===== src/rtl/linebuffer3x3_stream_if.sv =====
// Pixel-in / stencil-out stream bundle for the 3x3 line buffer.
interface linebuffer3x3_stream_if #(
    parameter int DW = 8
);
    logic [DW-1:0]   in_data;
    logic            in_valid;
    logic            in_last;
    logic            in_ready;
    logic [9*DW-1:0] out_data;
    logic            out_valid;
    logic            out_last;
    logic            out_ready;

    modport master (
        output in_data, in_valid, in_last, out_ready,
        input  in_ready, out_data, out_valid, out_last
    );

    modport slave (
        input  in_data, in_valid, in_last, out_ready,
        output in_ready, out_data, out_valid, out_last
    );
endinterface


===== src/rtl/linebuffer3x3_stream.sv =====
// Streaming 3x3 line buffer: raster pixels in, one stencil per full window out.
// Optional frame-length check and in_last resync: define LB_LAST_CHECK_EN.
module linebuffer3x3_stream #(
    parameter int IMG_W = 260,
    parameter int IMG_H = 258,
    parameter int DW    = 8
) (
    input  logic clk,
    input  logic reset,
    linebuffer3x3_stream_if.slave s,
    output logic err
);
    localparam int CW = $clog2(IMG_W);
    localparam int RW = $clog2(IMG_H);
    localparam logic [CW-1:0] COL_MAX = CW'(IMG_W - 1);
    localparam logic [RW-1:0] ROW_MAX = RW'(IMG_H - 1);

    logic [CW-1:0] col;
    logic [RW-1:0] row;

    logic [DW-1:0] lb0 [IMG_W];
    logic [DW-1:0] lb1 [IMG_W];

    // win[r][0] / win[r][1] hold columns col-2 / col-1 for the next pixel
    logic [DW-1:0] win [3][2];

    logic [DW-1:0]   rd0;
    logic [DW-1:0]   rd1;
    logic            accept;
    logic            emit;
    logic            at_end;
    logic            wrap;
    logic [9*DW-1:0] nxt_data;

    assign s.in_ready = !s.out_valid || s.out_ready;
    assign accept     = s.in_valid && s.in_ready;

    assign rd0    = lb0[col];
    assign rd1    = lb1[col];
    assign at_end = (col == COL_MAX) && (row == ROW_MAX);
    assign emit   = (col >= CW'(2)) && (row >= RW'(2));

`ifdef LB_LAST_CHECK_EN
    assign wrap = at_end || s.in_last;

    always_ff @(posedge clk) begin
        if (reset) begin
            err <= 1'b0;
        end else if (accept && (s.in_last != at_end)) begin
            err <= 1'b1;
        end
    end
`else
    logic unused_last;

    assign wrap        = at_end;
    assign unused_last = s.in_last;
    assign err         = 1'b0;
`endif

    always_ff @(posedge clk) begin
        if (reset) begin
            col <= '0;
            row <= '0;
        end else if (accept) begin
            if (wrap) begin
                col <= '0;
                row <= '0;
            end else if (col == COL_MAX) begin
                col <= '0;
                row <= row + 1'b1;
            end else begin
                col <= col + 1'b1;
            end
        end
    end

    always_ff @(posedge clk) begin
        if (accept) begin
            lb0[col] <= rd1;
            lb1[col] <= s.in_data;
        end
    end

    always_ff @(posedge clk) begin
        if (accept) begin
            for (int r = 0; r < 3; r++) begin
                win[r][0] <= win[r][1];
            end
            win[0][1] <= rd0;
            win[1][1] <= rd1;
            win[2][1] <= s.in_data;
        end
    end

    always_comb begin
        nxt_data = '0;
        for (int r = 0; r < 3; r++) begin
            nxt_data[DW*(3*r)   +: DW] = win[r][0];
            nxt_data[DW*(3*r+1) +: DW] = win[r][1];
        end
        nxt_data[DW*2 +: DW] = rd0;
        nxt_data[DW*5 +: DW] = rd1;
        nxt_data[DW*8 +: DW] = s.in_data;
    end

    // Reload on emit even while the old stencil is leaving this cycle
    always_ff @(posedge clk) begin
        if (reset) begin
            s.out_valid <= 1'b0;
            s.out_last  <= 1'b0;
            s.out_data  <= '0;
        end else if (accept && emit) begin
            s.out_valid <= 1'b1;
            s.out_last  <= at_end;
            s.out_data  <= nxt_data;
        end else if (s.out_ready) begin
            s.out_valid <= 1'b0;
            s.out_last  <= 1'b0;
        end
    end
endmodule


===== src/flat_wrapper.sv =====
// flat-port wrapper written by rule: the top's interface ports become plain ports
module linebuffer3x3_stream_flat 
#(
    parameter int IMG_W = 260,
    parameter int IMG_H = 258,
    parameter int DW    = 8
)
  (clk, reset, err, s_in_data, s_in_valid, s_in_last, s_out_ready, s_in_ready, s_out_data, s_out_valid, s_out_last);
  linebuffer3x3_stream_if #(.DW(DW)) s_i ();
  input  logic clk;
  input  logic reset;
  output logic err;
  input wire logic [$bits(s_i.in_data)-1:0] s_in_data;
  input wire logic [$bits(s_i.in_valid)-1:0] s_in_valid;
  input wire logic [$bits(s_i.in_last)-1:0] s_in_last;
  input wire logic [$bits(s_i.out_ready)-1:0] s_out_ready;
  output wire logic [$bits(s_i.in_ready)-1:0] s_in_ready;
  output wire logic [$bits(s_i.out_data)-1:0] s_out_data;
  output wire logic [$bits(s_i.out_valid)-1:0] s_out_valid;
  output wire logic [$bits(s_i.out_last)-1:0] s_out_last;
  assign s_i.in_data = s_in_data;
  assign s_i.in_valid = s_in_valid;
  assign s_i.in_last = s_in_last;
  assign s_i.out_ready = s_out_ready;
  assign s_in_ready = s_i.in_ready;
  assign s_out_data = s_i.out_data;
  assign s_out_valid = s_i.out_valid;
  assign s_out_last = s_i.out_last;
  linebuffer3x3_stream #(.IMG_W(IMG_W), .IMG_H(IMG_H), .DW(DW)) u_core (.clk(clk), .reset(reset), .s(s_i), .err(err));
endmodule

===== config.mk =====
export PLATFORM = sky130hd
export DESIGN_NAME = linebuffer3x3_stream_flat
export DESIGN_NICKNAME = d
export VERILOG_FILES = /design/src/rtl/linebuffer3x3_stream_if.sv /design/src/rtl/linebuffer3x3_stream.sv /design/src/flat_wrapper.sv
export SDC_FILE = /design/constraint.sdc
export NUM_CORES = 2
export LEC_CHECK = 0
export CAP_MARGIN = 20
export CORE_ASPECT_RATIO = 1.75
export CORE_MARGIN = 5
export CORE_UTILIZATION = 55
export DETAILED_ROUTE_END_ITERATION = 10
export GPL_TIMING_DRIVEN = 0
export PLACE_DENSITY = 0.71
export SLEW_MARGIN = 10
export SYNTH_ARGS = -nofsm -noshare
export SYNTH_HDL_FRONTEND = slang
export SYNTH_MEMORY_MAX_BITS = 65536
export SYNTH_SLANG_ARGS = --single-unit

===== constraint.sdc =====
create_clock -name clk -period 8.3 [get_ports clk]
set_input_delay 1.66 -clock clk [delete_from_list [all_inputs] [get_ports clk]]
set_output_delay 1.66 -clock clk [all_outputs]
set_load 0.02 [all_outputs]

; ---- After elaboration in Yosys (flattened, before gate mapping)
; Memory sizes are Yosys's and may differ from the RTL's. A register that Yosys moved wholly into a read port is not among the register bits.
; Index checks and enable logic that the tools add are counted.
[classes]
add_sub_neg = 2
n_lt_le_gt_ge = 2
eq_ne = 2
muxes = 13
reduce_logical = 9
[ops]
columns = cell, n
row1 = $mux W9, 8
row2 = $add A9 B1 Y9 const B, 2
row3 = $eq A9 B9 Y1 const B, 2
row4 = $ge A9 B2 Y1 const B, 2
row5 = $mux W1, 5
row6 = $logic_and A1 B1 Y1, 4
row7 = $reduce_bool A2 Y1, 2
row8 = $reduce_and A2 Y1, 1
row9 = $logic_not A1 Y1, 1
row10 = $logic_or A1 B1 Y1, 1
[word_totals]
ff_bits = 92
ram_bits = 4208
inputBits = 13
out_inout_bits = 76
elab_cells = 36
memories = 3
[memory_table]
columns = memory, depth, word_bits, rd, rd_clocked_by_memory_dff, wr, line_no
row1 = u_core.lb0, 260, 8, 1, 1, 1, linebuffer3x3_stream.sv:21  ; logic [DW-1:0] lb0 [IMG_W];
row2 = u_core.lb1, 260, 8, 1, 1, 1, linebuffer3x3_stream.sv:22  ; logic [DW-1:0] lb1 [IMG_W];
row3 = u_core.win, 3, 16, 3, 0, 3, linebuffer3x3_stream.sv:25  ; logic [DW-1:0] win [3][2];

; ---- Logic depth before layout (Yosys ltp)
[logic_depth]
word_depth = 5
ltp_mapped = 13
ltp_nobuf = 9

; ---- Least setup slack after synthesis
; No wires, ideal clock.
[synth_timing]
path_kind = in2reg
start = input port s_out_ready
end = memory u_core.lb0[0][0] (enable)
setup_ns = 0.388
t_arrival_ns = 5.575
required_ns = 7.912
path_slack_ns = 2.337
stages = 8
n_path_buf = 3
path_cell_list = nand2b_1 > nand2_1 > inv_1 > clkbuf_1 > clkbuf_1 > nand3_1 > clkbuf_1 > nor2_1
[synth_via]
elab_chain_cells = 4
[synth_rtl]
columns = item, line_no
row1 = from (decl), flat_wrapper.sv:16  ; input wire logic [$bits(s_i.out_ready)-1:0] s_out_ready;
row2 = $logic_or A1 B1 Y1, linebuffer3x3_stream.sv:35  ; assign s.in_ready = !s.out_valid || s.out_ready;
row3 = $logic_and A1 B1 Y1, linebuffer3x3_stream.sv:36  ; assign accept = s.in_valid && s.in_ready;
row4 = via u_core.accept, linebuffer3x3_stream.sv:29  ; logic accept;
row5 = $mux W1, linebuffer3x3_stream.sv:79  ; if (accept) begin
row6 = $mux W1 (implied by the code), linebuffer3x3_stream.sv:80  ; lb0[col] <= rd1;
row7 = to (decl), linebuffer3x3_stream.sv:21
; The timed path passes the listed nets, and every way through them passes these cells.

==> flow_metrics.py <==
metrics = {
    "logic_synthesis": {
        "yosys-top-cells-area": "edfxtp_1 (76%), mux4_2 (11%), mux2i_1 (2.8%)",
        "ys_warn_count": 0,
        "synth_top_area_share": 0.763,
        "yosysMostFrequentCell": "edfxtp_1",
        "syn_area_sq_mm": 0.166,
        "synth_common_cells": "edfxtp_1 (4208), mux4_2 (795), mux2i_1 (469)",
        "synthFlopType": "edfxtp_1",
        "yosysUniqueCellTypes": 84,
        "postSynthCellCount": 8010,
        "synth-edff-count": 4208,
        "syn_nets": 8030,
        "ys_seq_elements": 4309,
        "yosys.area.top_type": "edfxtp_1",
        "yosysSeqAreaShare": 0.775,
        "syn_area_per_cell_sq_um": 20.7,
        "async_flop_share": 0,
    },
    "sta": {
        "fin_crit_sh": 0.961,
        "fin_crit_ns": 7.98,
        "setup_tns_ns": 0,
        "rsz0062_at_grt": "false",
        "setup_ws_ns": 0.321,
        "worstMarginPinSlew_ns": 1.39,
        "setup_viol": 0,
        "hold_viol": 0,
        "fin_skew_ns": 0.0830,
        "drv_slew": 0,
        "clock.fmax_ghz": 0.125,
        "slew_headroom": 0.0737,
    },
    "routing": {
        "remaining_drc_errors": 1,
        "vias_per_cell": 7.24,
        "drt_wl_total_mm": 618,
        "drt-pass1-iter-count": 11,
        "num_vias": 95600,
        "dr.first_iter.drc_count": 17700,
        "ant_nets": 0,
        "wl_per_cell_um": 46.8,
    },
    "power_and_ir_drop": {
        "clockPowerShare": 0.397,
        "ir_drop_mv": 0.183,
        "seqPwrFrac": 0.541,
        "p_leak_nw": 58.5,
        "p_per_area_mw_per_mm2": 234,
        "power.internal_mw": 34.6,
        "p_sw_mw": 9.99,
        "pwr-share-comb": 0.061,
        "p_sw_frac": 0.224,
    },
    "grt": {
        "antenna_found_initial": 63,
        "grt_pass1_wl_mm": 816,
        "grt_use_total": 0.396,
        "grt_max_degree": 122,
        "grt_pass1_vias": 91800,
        "grt-ovfl-total": 0,
    },
    "cts": {
        "clk_pin_slew_worst_paths_ns": 0.07,
        "numCtsBuffers": 359,
        "cts.sinks": 4309,
        "postCtsSetupBuffers": 0,
        "root_buffer": "clkbuf_16",
        "htreeDepth": 5,
        "cts_max_path_buffers": 4,
        "tritoncts": "yes",
        "post_cts_resized": 0,
        "postCtsHoldBufs": 0,
        "insertion_delay_ns": 1.01,
    },
    "setup_path": {
        "worstPathMaxFanout": 76,
        "arrival_ns": 8.55,
        "start_kind": "flop",
        "endpoint_kind": "flop",
        "crit_type": "reg2reg",
        "regToRegEndpoint": "u_core.lb0[201][0]$_DFFE_PP_",
        "cp_data_required_time_ns": 8.87,
        "reg2regPathDepth": 13,
        "rrSetupSlack_ns": 0.32,
    },
    "layout": {
        "nets": 8836,
        "multi_input_area_sq_mm": 0.0351,
        "instances_no_fill": 13200,
        "final_cell_area_sq_mm": 0.190,
        "area_growth_pct": 15.0,
        "drive_gt1_frac": 0.268,
        "nFillCells": 19700,
        "seqCellArea_sq_mm": 0.128,
    },
    "placement": {
        "dpl-instance-area_sq_mm": 0.178,
        "dpl.hpwl_mm": 425,
        "post-place-cells": 12500,
        "io_buffers": 85,
        "dp_slack_ns": 1.20,
        "gp_congestion": 1.05,
    },
    "die": {
        "dieArea_sq_mm": 0.313,
        "rows": 266,
        "fp.dieW_um": 425,
        "fp.dieH_um": 736,
        "initial_core_util": 0.552,
        "io_pins": 89,
        "fp.coreArea_sq_mm": 0.300,
    },
    "worst_hold_path": {
        "hold_depth": 0,
        "min_to": "u_core.win[0][30]$_DFFE_PP_",
        "min-delay-start": "u_core.win[0][22]$_DFFE_PP_",
        "hold_path_class": "reg2reg",
    },
    "flow_run": {
        "drv_cap": 0,
    },
    "outcome": {
        "violations": "DRC",
        "status": "finished, violations left",
    },
}
registers in the layout, indices dropped and copies added (netlist names), named ones only:
| name | flops |
|---|---|
| u_core.lb0 | 2080 |
| u_core.lb1 | 2080 |
| u_core.s.out_data | 72 |
| u_core.win | 48 |
| u_core.col | 9 |
| u_core.row | 9 |
| u_core.s.out_last | 1 |
| u_core.s.out_valid | 1 |
power groups by stage:
| stage | Clock (mW) | Combinational, mW | Sequential [mW] |
|---|---|---|---|
| global route | 18.6 | 2.71 | 24.1 |
| finish | 17.7 | 2.74 | 24.1 |
| global placement | 0 | 2.35 | 25.1 |
| detailed placement | 0 | 2.59 | 24.6 |
| floorplan | 0 | 1.13 | 24.8 |
| CTS | 17.7 | 2.59 | 24.1 |
kinds of logic after synthesis:
| logic type | after synthesis | synth area share |
|---|---|---|
| other | 1 | 0.0000226 |
| multiplexers | 1361 | 0.144 |
| flip-flops | 4309 | 0.775 |
| XOR/XNOR | 10 | 0.000529 |
| buffers and inverters | 495 | 0.0179 |
| AND/OR/NAND/NOR | 1093 | 0.0302 |
| AO/OA/AOI/OAI | 734 | 0.0314 |
| adder cells (fa/ha/maj) | 7 | 0.000529 |
cells in the final DEF (no fill, tap or decap), drive strengths merged, types with 124 or more instances in the layout:
cell	netlist	layout
a21oi	126	126
a22oi	136	136
buf	317	679
clkbuf	165	605
clkinv	1	135
edfxtp	4208	4208
mux2i	469	469
mux4	804	804
nand2	312	312
nor2	381	381
nor3	124	124
through the flow:
stage	util	power (mW)	hold WS (ns)
CTS	0.634	44.4	0.452
floorplan	-	25.9	0.426
detailed placement	0.594	27.2	0.436
global placement	0.572	27.4	0.433
global route	0.634	45.4	0.459
finish	0.635	44.6	0.456
critical path: stages, from the launching register on:
cell	delay (ns)
dfxtp_1	0.33
buf_4	0.17
buf_4	0.41
buf_2	0.50
buf_2	0.74
buf_2	0.92
buf_2	0.81
a31oi_1	0.29
o22ai_1	1.09
o221ai_1	0.71
nand4_1	0.39
nand2_4	0.37
buf_12	0.33
buf_16	0.21
final cells by class:
| cell class | instances | share of cell area |
|---|---|---|
| antenna | 76 | 0.000999 |
| multi-input combinational | 3206 | 0.184 |
| timing repair buffer | 445 | 0.0352 |
| inverter | 13 | 0.000256 |
| buffer | 482 | 0.0156 |
| tap | 4020 | 0.0264 |
| sequential | 4309 | 0.674 |
| clock buffer | 434 | 0.0501 |
| clock inverter | 218 | 0.0130 |
worst max path at each step:
stage                                   end  slack, ns
2_1_floorplan    u_core.lb0[0][0]$_DFFE_PP_       2.34
3_3_place_gp   u_core.lb0[204][4]$_DFFE_PP_      -5.64
3_5_place_dp     u_core.lb0[1][0]$_DFFE_PP_       1.20
4_1_cts        u_core.lb0[207][7]$_DFFE_PP_       1.17
5_1_grt        u_core.lb0[206][0]$_DFFE_PP_       0.78
6_report       u_core.lb0[201][0]$_DFFE_PP_       0.32
per-layer routing:
metal  global-route usage  part of all wire
met3                0.145              0.13
met5                    0           0.00023
met4                0.404              0.13
met2                0.601              0.46
met1                0.415              0.28
No activity file was read; power rests on OpenSTA's default activity.
